[src/rtl/fc_pkg.sv]
// Shared types and default geometry for the fully-connected streaming shell.
package fc_pkg;

    typedef enum logic [1:0] {LOAD, SETTLE, DRAIN} fc_state_e;

    // Result width needed to hold a sum of n products of two width-bit values.
    function automatic int zw(input int width, input int n);
        return width * 2 + $clog2(n);
    endfunction

    localparam int WIDTH      = 8;
    localparam int IN         = 128;
    localparam int N_OUT      = 10;
    localparam int ZW         = zw(WIDTH, IN);
    localparam int SETTLE_CYC = 2;

endpackage

[src/rtl/fc_out_serializer.sv]
// Captures every neuron result in one strobe, then walks them out in index
// order on a valid/ready stream. A done pulse marks the final handshake.
module fc_out_serializer #(
    parameter int N_OUT = 10,
    parameter int ZW    = 23
) (
    input  logic          clk,
    input  logic          rst_n,
    input  logic          capture,
    input  logic [ZW-1:0] z_in [0:N_OUT-1],
    output logic          m_valid,
    input  logic          m_ready,
    output logic [ZW-1:0] m_data,
    output logic          m_last,
    output logic          done
);

    localparam int RW = (N_OUT > 1) ? $clog2(N_OUT) : 1;
    localparam logic [RW-1:0] LAST_IDX = RW'(N_OUT - 1);

    logic [ZW-1:0] out_buf [0:N_OUT-1];
    logic [RW-1:0] rd_idx;
    logic          valid_q;

    assign m_valid = valid_q;
    assign m_last  = valid_q && (rd_idx == LAST_IDX);
    // Gated so the bus reads zero while idle rather than the stale last result.
    assign m_data  = valid_q ? out_buf[rd_idx] : '0;
    assign done    = valid_q && m_ready && m_last;

    always_ff @(posedge clk or negedge rst_n) begin
        if (!rst_n) begin
            valid_q <= 1'b0;
            rd_idx  <= '0;
            for (int j = 0; j < N_OUT; j++) out_buf[j] <= '0;
        end else if (capture) begin
            valid_q <= 1'b1;
            rd_idx  <= '0;
            for (int j = 0; j < N_OUT; j++) out_buf[j] <= z_in[j];
        end else if (valid_q && m_ready) begin
            if (rd_idx == LAST_IDX) begin
                valid_q <= 1'b0;
                rd_idx  <= '0;
            end else begin
                rd_idx <= rd_idx + 1'b1;
            end
        end
    end

endmodule

[src/rtl/fc_stream_shell.sv]
// Streaming wrapper around the combinational neuron array: deserialize one
// activation vector, hold it for a settle window, capture and drain results.
//
//   state  | meaning
//   LOAD   | accepting activation beats into x_vec
//   SETTLE | vector held, waiting for neuron outputs to settle
//   DRAIN  | serializing captured results downstream
module fc_stream_shell
    import fc_pkg::fc_state_e;
#(
    parameter int WIDTH  = fc_pkg::WIDTH,
    parameter int IN     = fc_pkg::IN,
    parameter int N_OUT  = fc_pkg::N_OUT,
    parameter int ZW     = fc_pkg::zw(WIDTH, IN),
    parameter int SETTLE = fc_pkg::SETTLE_CYC
) (
    input  logic             clk,
    input  logic             rst_n,
    input  logic             s_valid,
    output logic             s_ready,
    input  logic [WIDTH-1:0] s_data,
    input  logic             s_last,
    output logic [WIDTH-1:0] x_vec [0:IN-1],
    input  logic [ZW-1:0]    z_in  [0:N_OUT-1],
    output logic             m_valid,
    input  logic             m_ready,
    output logic [ZW-1:0]    m_data,
    output logic             m_last,
    output logic             len_err
);

    localparam int IW = $clog2(IN);
    localparam int SW = (SETTLE > 1) ? $clog2(SETTLE) : 1;
    localparam logic [IW-1:0] LAST_IDX   = IW'(IN - 1);
    localparam logic [SW-1:0] SETTLE_TOP = SW'(SETTLE - 1);

    fc_state_e     state, state_nxt;
    logic [IW-1:0] wr_idx;
    logic [SW-1:0] settle_cnt;
    logic          s_fire;
    logic          beat_last;
    logic          capture;
    logic          done;

    assign s_fire    = s_valid && s_ready;
    // A beat at the final index closes the frame even without s_last.
    assign beat_last = s_last || (wr_idx == LAST_IDX);

    always_ff @(posedge clk or negedge rst_n) begin
        if (!rst_n) state <= fc_pkg::LOAD;
        else        state <= state_nxt;
    end

    always_comb begin
        state_nxt = state;
        s_ready   = 1'b0;
        capture   = 1'b0;
        unique case (state)
            fc_pkg::LOAD: begin
                s_ready = 1'b1;
                if (s_valid && beat_last) state_nxt = fc_pkg::SETTLE;
            end
            fc_pkg::SETTLE: begin
                if (settle_cnt == '0) begin
                    capture   = 1'b1;
                    state_nxt = fc_pkg::DRAIN;
                end
            end
            fc_pkg::DRAIN: begin
                if (done) state_nxt = fc_pkg::LOAD;
            end
            default: state_nxt = fc_pkg::LOAD;
        endcase
    end

    // Down-counter reloaded outside SETTLE; terminal count triggers capture.
    always_ff @(posedge clk or negedge rst_n) begin
        if (!rst_n)                       settle_cnt <= SETTLE_TOP;
        else if (state != fc_pkg::SETTLE) settle_cnt <= SETTLE_TOP;
        else if (settle_cnt != '0)        settle_cnt <= settle_cnt - 1'b1;
    end

    always_ff @(posedge clk or negedge rst_n) begin
        if (!rst_n) begin
            wr_idx  <= '0;
            len_err <= 1'b0;
        end else begin
            // Error when s_last and the final index disagree.
            len_err <= s_fire && (s_last != (wr_idx == LAST_IDX));
            if (s_fire) wr_idx <= beat_last ? '0 : wr_idx + 1'b1;
        end
    end

    always_ff @(posedge clk or negedge rst_n) begin
        if (!rst_n) begin
            for (int i = 0; i < IN; i++) x_vec[i] <= '0;
        end else if (s_fire) begin
            for (int i = 0; i < IN; i++) begin
                if (IW'(i) == wr_idx)                 x_vec[i] <= s_data;
                else if (s_last && (IW'(i) > wr_idx)) x_vec[i] <= '0;
            end
        end
    end

    fc_out_serializer #(
        .N_OUT (N_OUT),
        .ZW    (ZW)
    ) u_ser (
        .clk     (clk),
        .rst_n   (rst_n),
        .capture (capture),
        .z_in    (z_in),
        .m_valid (m_valid),
        .m_ready (m_ready),
        .m_data  (m_data),
        .m_last  (m_last),
        .done    (done)
    );

endmodule

[config.mk]
export PLATFORM = sky130hd
export DESIGN_NAME = fc_stream_shell
export DESIGN_NICKNAME = d
export VERILOG_FILES = /design/src/rtl/fc_pkg.sv /design/src/rtl/fc_out_serializer.sv /design/src/rtl/fc_stream_shell.sv
export SDC_FILE = /design/constraint.sdc
export NUM_CORES = 2
export LEC_CHECK = 0
export CELL_PAD_IN_SITES_DETAIL_PLACEMENT = 0
export CELL_PAD_IN_SITES_GLOBAL_PLACEMENT = 1
export CORE_AREA = 2 2 500 502
export CTS_BUF_LIST = sky130_fd_sc_hd__clkbuf_2
export DETAILED_ROUTE_END_ITERATION = 6
export DIE_AREA = 0 0 502 504
export HOLD_SLACK_MARGIN = 0.06
export PLACE_DENSITY = 0.46
export SYNTH_ARGS = -nofsm -noshare
export SYNTH_HDL_FRONTEND = slang
export SYNTH_SLANG_ARGS = --single-unit
[constraint.sdc]
create_clock -name clk -period 3 [get_ports clk]
set_input_delay 0.6 -clock clk [delete_from_list [all_inputs] [get_ports clk]]
set_output_delay 0.6 -clock clk [all_outputs]
set_load 0.1 [all_outputs]
---- Word-level counts from Yosys, hierarchy flattened ----
Index checks and enable logic that the tools add are counted.
operators by class
  add/sub/neg operators ................... 3
  multipliers ............................. 0
  divide/modulo/power cells ............... 0
  magnitude comparators ................... 129
  equality and inequality tests ........... 136
  shift operators ......................... 0
  mux-type cells .......................... 276
  bitwise gates (word level) .............. 1
  reduce and logical (&&, ||, !) cells .... 397
operators with widths
  kind                   number
  $mux W8                256
  $eq A7 B7 Y1 const A   64
  $gt A7 B7 Y1 const A   64
  $reduce_bool A2 Y1     130
  $reduce_and A2 Y1      129
  $eq A6 B7 Y1 const A   32
  $gt A6 B7 Y1 const A   32
  $logic_and A1 B1 Y1    134
  $eq A5 B7 Y1 const A   16
  $gt A5 B7 Y1 const A   16
  $bmux W23 S4           1
  $mux W23               3
  $eq A4 B7 Y1 const A   8
  $gt A4 B7 Y1 const A   8
  $eq A3 B7 Y1 const A   4
  $gt A3 B7 Y1 const A   4
  $eq A2 B7 Y1 const A   2
  $gt A1 B7 Y1 const A   2
  $gt A2 B7 Y1 const A   2
  $mux W4                3
  $mux W1                8
  $add A7 B1 Y7 const B  1
  $eq A1 B7 Y1 const A   1
  $eq A7 B7 Y1 const B   1
  17 further kinds       21
word-level totals
  register bits ........................... 1270
  latch bits .............................. 0
  bits in writable memories ............... 0
  ROM bits ................................ 0
  input bits .............................. 243
  output and inout bits ................... 1051
  word-level logic and storage cells ...... 1086
  memories ................................ 0

---- Depth between registers and ports, before layout ----
  depth after elaboration ................. 5
  depth in mapped cells ................... 12
  depth with buffers taken out ............ 7

---- Cells and area by module ----
Synthesis repeated with hierarchy kept, for this count alone.
second synthesis, totals
  cells, all modules ...................... 4319
  area, all modules ....................... 51501.9 µm²
by module, submodules not included
  module             instances  cells each  area an instance (µm²)  sequential area each (µm²)
  fc_stream_shell    1          3586        40714.0                 25901.1
  fc_out_serializer  1          733         10787.8                 5880.6

---- Least setup slack after synthesis ----
Ideal clock, no wire load.
  path kind ............................... reg2out
  start point ............................. reg u_ser.rd_idx[0]
  end point ............................... out m_data[14]
  arrival time ............................ 3.677 ns
  data required time ...................... 2.400 ns
  setup slack ............................. -1.277 ns
  cell stages (with the launch flop) ...... 8
  buffers on the path ..................... 3
  cell sequence ........................... dfrtp_1 -> buf_2 -> buf_2 -> buf_2 -> mux2i_1 -> a221oi_1 -> o21ai_0 -> a21boi_0
between the ends
  word-level cells in the longest chain between the ends .. 5
ends and longest elaborated chain
  what                                         line                     RTL
  from (decl)                                  fc_out_serializer.sv:22  logic [RW-1:0] rd_idx;
  from (signal assigned)                       fc_out_serializer.sv:45  rd_idx <= rd_idx + 1'b1;
  $not A4 Y5 (implied by the code)             fc_out_serializer.sv:28  assign m_data = valid_q ? out_buf[rd_idx] : '0;
  $bmux W23 S4                                 fc_out_serializer.sv:28
  $mux W23 (implied by the code) (2 in a row)  fc_out_serializer.sv:28
  $mux W23                                     fc_out_serializer.sv:28
  to (decl)                                    fc_stream_shell.sv:27    output logic [ZW-1:0] m_data,
No other way between the ends. The select of a mux whose other input is x is not followed.

---- Worst setup path in the final report ----
  start point ............................. reg u_ser.rd_idx[2]
  end point ............................... out m_data[0]
The elaborated chain is that of the path after synthesis.

==> flow_metrics.py <==
metrics = {
    "outcome": {
        "status": "finished, violations left",
        "failed_checks": "negative setup slack",
    },
    "setup_path": {
        "cp_top_family": "compound AO/OA/AOI/OAI gates",
        "crit_fanout": 18,
        "cpMostUsedCell": "buf_4",
        "worstPathCellList": "and2_1 > buf_4 > a221oi_2 > buf_4 > o21ai_2 > a21boi_2 > buf_12",
        "crit_arrival_ns": 3.60,
        "cp-start-kind": "flip-flop",
        "critical_path_class": "flip-flop to output pin",
        "r2r-start": "wr_idx[3]",
        "critPathSlowestCell": "dfrtp_1",
        "cp-startpoint": "u_ser.rd_idx[2]",
        "cp-end-kind": "output pin",
        "path_buf_inv": 3,
        "cp_slowest_stage_delay_ns": 0.45,
        "worstPathRequired_ns": 2.40,
    },
    "hold_path": {
        "hold_path_class": "input pin to flip-flop",
        "min_from": "z_in[178]",
    },
    "placed_design": {
        "dp_cells": 8699,
        "portBuffers": 1293,
        "gp_congestion": 0.879,
        "dp_hpwl_um": 228000,
        "placed_area_sq_mm": 0.0697,
        "dp_slack_ns": -0.507,
    },
    "cts": {
        "cts_tree": "done",
        "cts_buffers": 381,
        "clk_latency_ns": 1.89,
        "cts_root_buf": "clkbuf_2",
        "clkTransAtPathRegs_ns": 0.10,
        "htreeDepth": 5,
        "cts.sinks": 1270,
        "clockBufferDepth": 4,
    },
    "sta": {
        "finalHoldViolations": 0,
        "timing.final.crit_share_pct": 140,
        "setup_viol": 209,
        "setup_tns_ns": -36.28,
        "slew-limit-headroom_pct": 15.8,
        "drv_slew": 0,
        "setup_ws_ns": -1.20,
        "fin_skew_ns": 0.253,
        "rsz0062_at_grt": "yes",
        "holdWs_ns": 0.385,
        "max_freq_mhz": 238,
        "min_period_ns": 4.20,
        "tightest_slew_ns": 1.26,
    },
    "logic_synthesis": {
        "netlist_instances": 3901,
        "synth_nets": 4151,
        "yosysSeqAreaShare_pct": 61.6,
        "synthFlopType": "dfrtp_1",
        "ys_warn_count": 0,
        "synth_edf_count": 0,
        "async_flop_share_pct": 100,
        "netlist-cell-type-count": 93,
        "ys_ff_latch": 1270,
        "syn_area_sq_mm": 0.0516,
        "postSynthAreaPerCell_sq_um": 13.2,
    },
    "power_and_ir_drop": {
        "p_leak_nw": 43.2,
        "ir_drop_v": 0.00175,
        "power_density_mw_per_mm2": 644,
    },
    "cells_and_area": {
        "nFillCells": 23800,
        "postLayoutCellArea_sq_mm": 0.0960,
        "multiInputGateArea_sq_mm": 0.0184,
        "layout_commonest_cell": "dfrtp_1",
        "area_growth_pct": 86.3,
        "mostFrequentLayoutCells": "1,234 x dfrtp_1, 1,138 x buf_12, 991 x buf_4",
        "drive_above_1_share_pct": 45.8,
        "final_nets": 7120,
        "finalNonFillerCells": 10500,
        "seqCellArea_sq_mm": 0.0318,
    },
    "floorplan": {
        "fp.dieH_um": 504,
        "coreArea_sq_mm": 0.248,
        "die_w_um": 502,
        "die-area_sq_mm": 0.253,
        "start_util_pct": 20.8,
        "num_rows": 183,
        "ios": 1294,
    },
    "routing": {
        "routedWlPerCell_um": 29.6,
        "drcViolationCount": 0,
        "drtPass1Iterations": 6,
        "routed_wl_um": 310000,
        "ant_nets": 0,
        "via_per_inst": 4.60,
        "vias": 48100,
        "drt_iter0_drc": 3531,
    },
    "grt": {
        "grt_pass1_vias": 49900,
        "grt_pass1_wl_um": 424000,
        "grt_max_degree": 90,
        "overflow": 0,
        "antenna_found_initial": 56,
        "track_usage_pct": 23.9,
    },
    "run": {
        "cap_violations": 0,
    },
}
==> worst reg2reg max path, delay by kind of cell (launching register included) <==
kind / cells / cell delay (ns)
buffers and inverters: 2 / 0.64
AOI/OAI and AO/OA: 1 / 0.27
and+or+nand+nor: 3 / 1.19
DFF: 1 / 0.69
==> repair_timing <==
action	4_1_cts	5_1_grt
buffers inserted	456	166
endpoints found under the hold margin	2536	0
hold buffers	493	0
pin swaps	36	20
gates resized for setup	3180	35
endpoints found under the setup margin	1062	1052
cloned	6	0
==> per-stage QoR <==
| stage | power [mW] | utilization [%] |
|---|---|---|
| after floorplan | 34.9 | - |
| after global placement | 44.7 | 28.1 |
| after detailed placement | 44.8 | 28.2 |
| after CTS | 62.2 | 38.2 |
| after global routing | 64.6 | 38.8 |
| final | 61.8 | 38.8 |
==> synth_stat cells, types with 35 or more instances <==
library cell / instances / share of area [%]
a22o_1: 831 / 14
buf_2: 70 / 0.68
nor3_1: 36 / 0.35
clkbuf_1: 171 / 1.2
nand2_1: 205 / 1.5
mux2i_1: 100 / 1.9
nor2_1: 92 / 0.67
o22ai_1: 38 / 0.46
dfrtp_1: 1269 / 62
a21oi_1: 35 / 0.34
inv_1: 132 / 0.96
o21ai_0: 126 / 1.2
mux2_2: 253 / 5.5
nand4_1: 35 / 0.42
nor3_2: 36 / 0.70
==> state kept, by name, summed over array words and instances, names as in the netlist <==
signal / count
len_err: 1
settle_cnt: 1
state: 2
u_ser.m_valid: 1
u_ser.out_buf: 230
u_ser.rd_idx: 4
wr_idx: 7
x_vec: 1024
==> routing by layer <==
| metal | global-route usage [%] | share of wire, % | vias to the layer above |
|---|---|---|---|
| met4 | 9.89 | 4.6 | 22 |
| met3 | 6.90 | 7.4 | 563 |
| met1 | 28.7 | 40 | 24800 |
| met2 | 39.8 | 48 | 1946 |
| met5 | 0 | 0.045 | - |
| li1 | - | - | 20800 |
==> area by class of cell <==
class                           count  share of cell area, %
Antenna cell                       37                 0.0964
Clock buffer                      538                   2.80
Clock inverter                     75                  0.485
Inverter                          134                  0.524
Multi-Input combinational cell   2211                   19.2
Sequential cell                  1270                   33.1
Tap cell                         3330                   4.34
Timing Repair Buffer             2872                   39.4
==> logic make-up after synthesis <==
group | Yosys count | share of synthesized area [%]
fa+ha+maj | 7 | 0.170
compound gates | 1244 | 19.5
mux | 376 | 8.47
simple gates | 584 | 6.66
buf+inv | 420 | 3.51
flops | 1270 | 61.6
==> worst paths after layout <==
check / depth (start not counted) / slack, ns / endpoint
worst max-delay path: 7 / -1.20 / m_data[0]
worst min-delay path: 3 / 0.38 / u_ser.out_buf[178]
worst max register to register: 6 / 0.10 / x_vec[641]
worst min register to register: 1 / 0.51 / u_ser.out_buf[225]
max in group asynchronous: 7 / 1.10 / x_vec[129]
min in group asynchronous: 5 / 0.45 / x_vec[440]
==> power breakdown <==
group,internal [mW],total (mW),switching (mW)
sequential,19.4,21.2,1.77
combinational,10.7,27.3,16.6
clock,5.25,13.4,8.12
(Power assumes the default switching activity.)
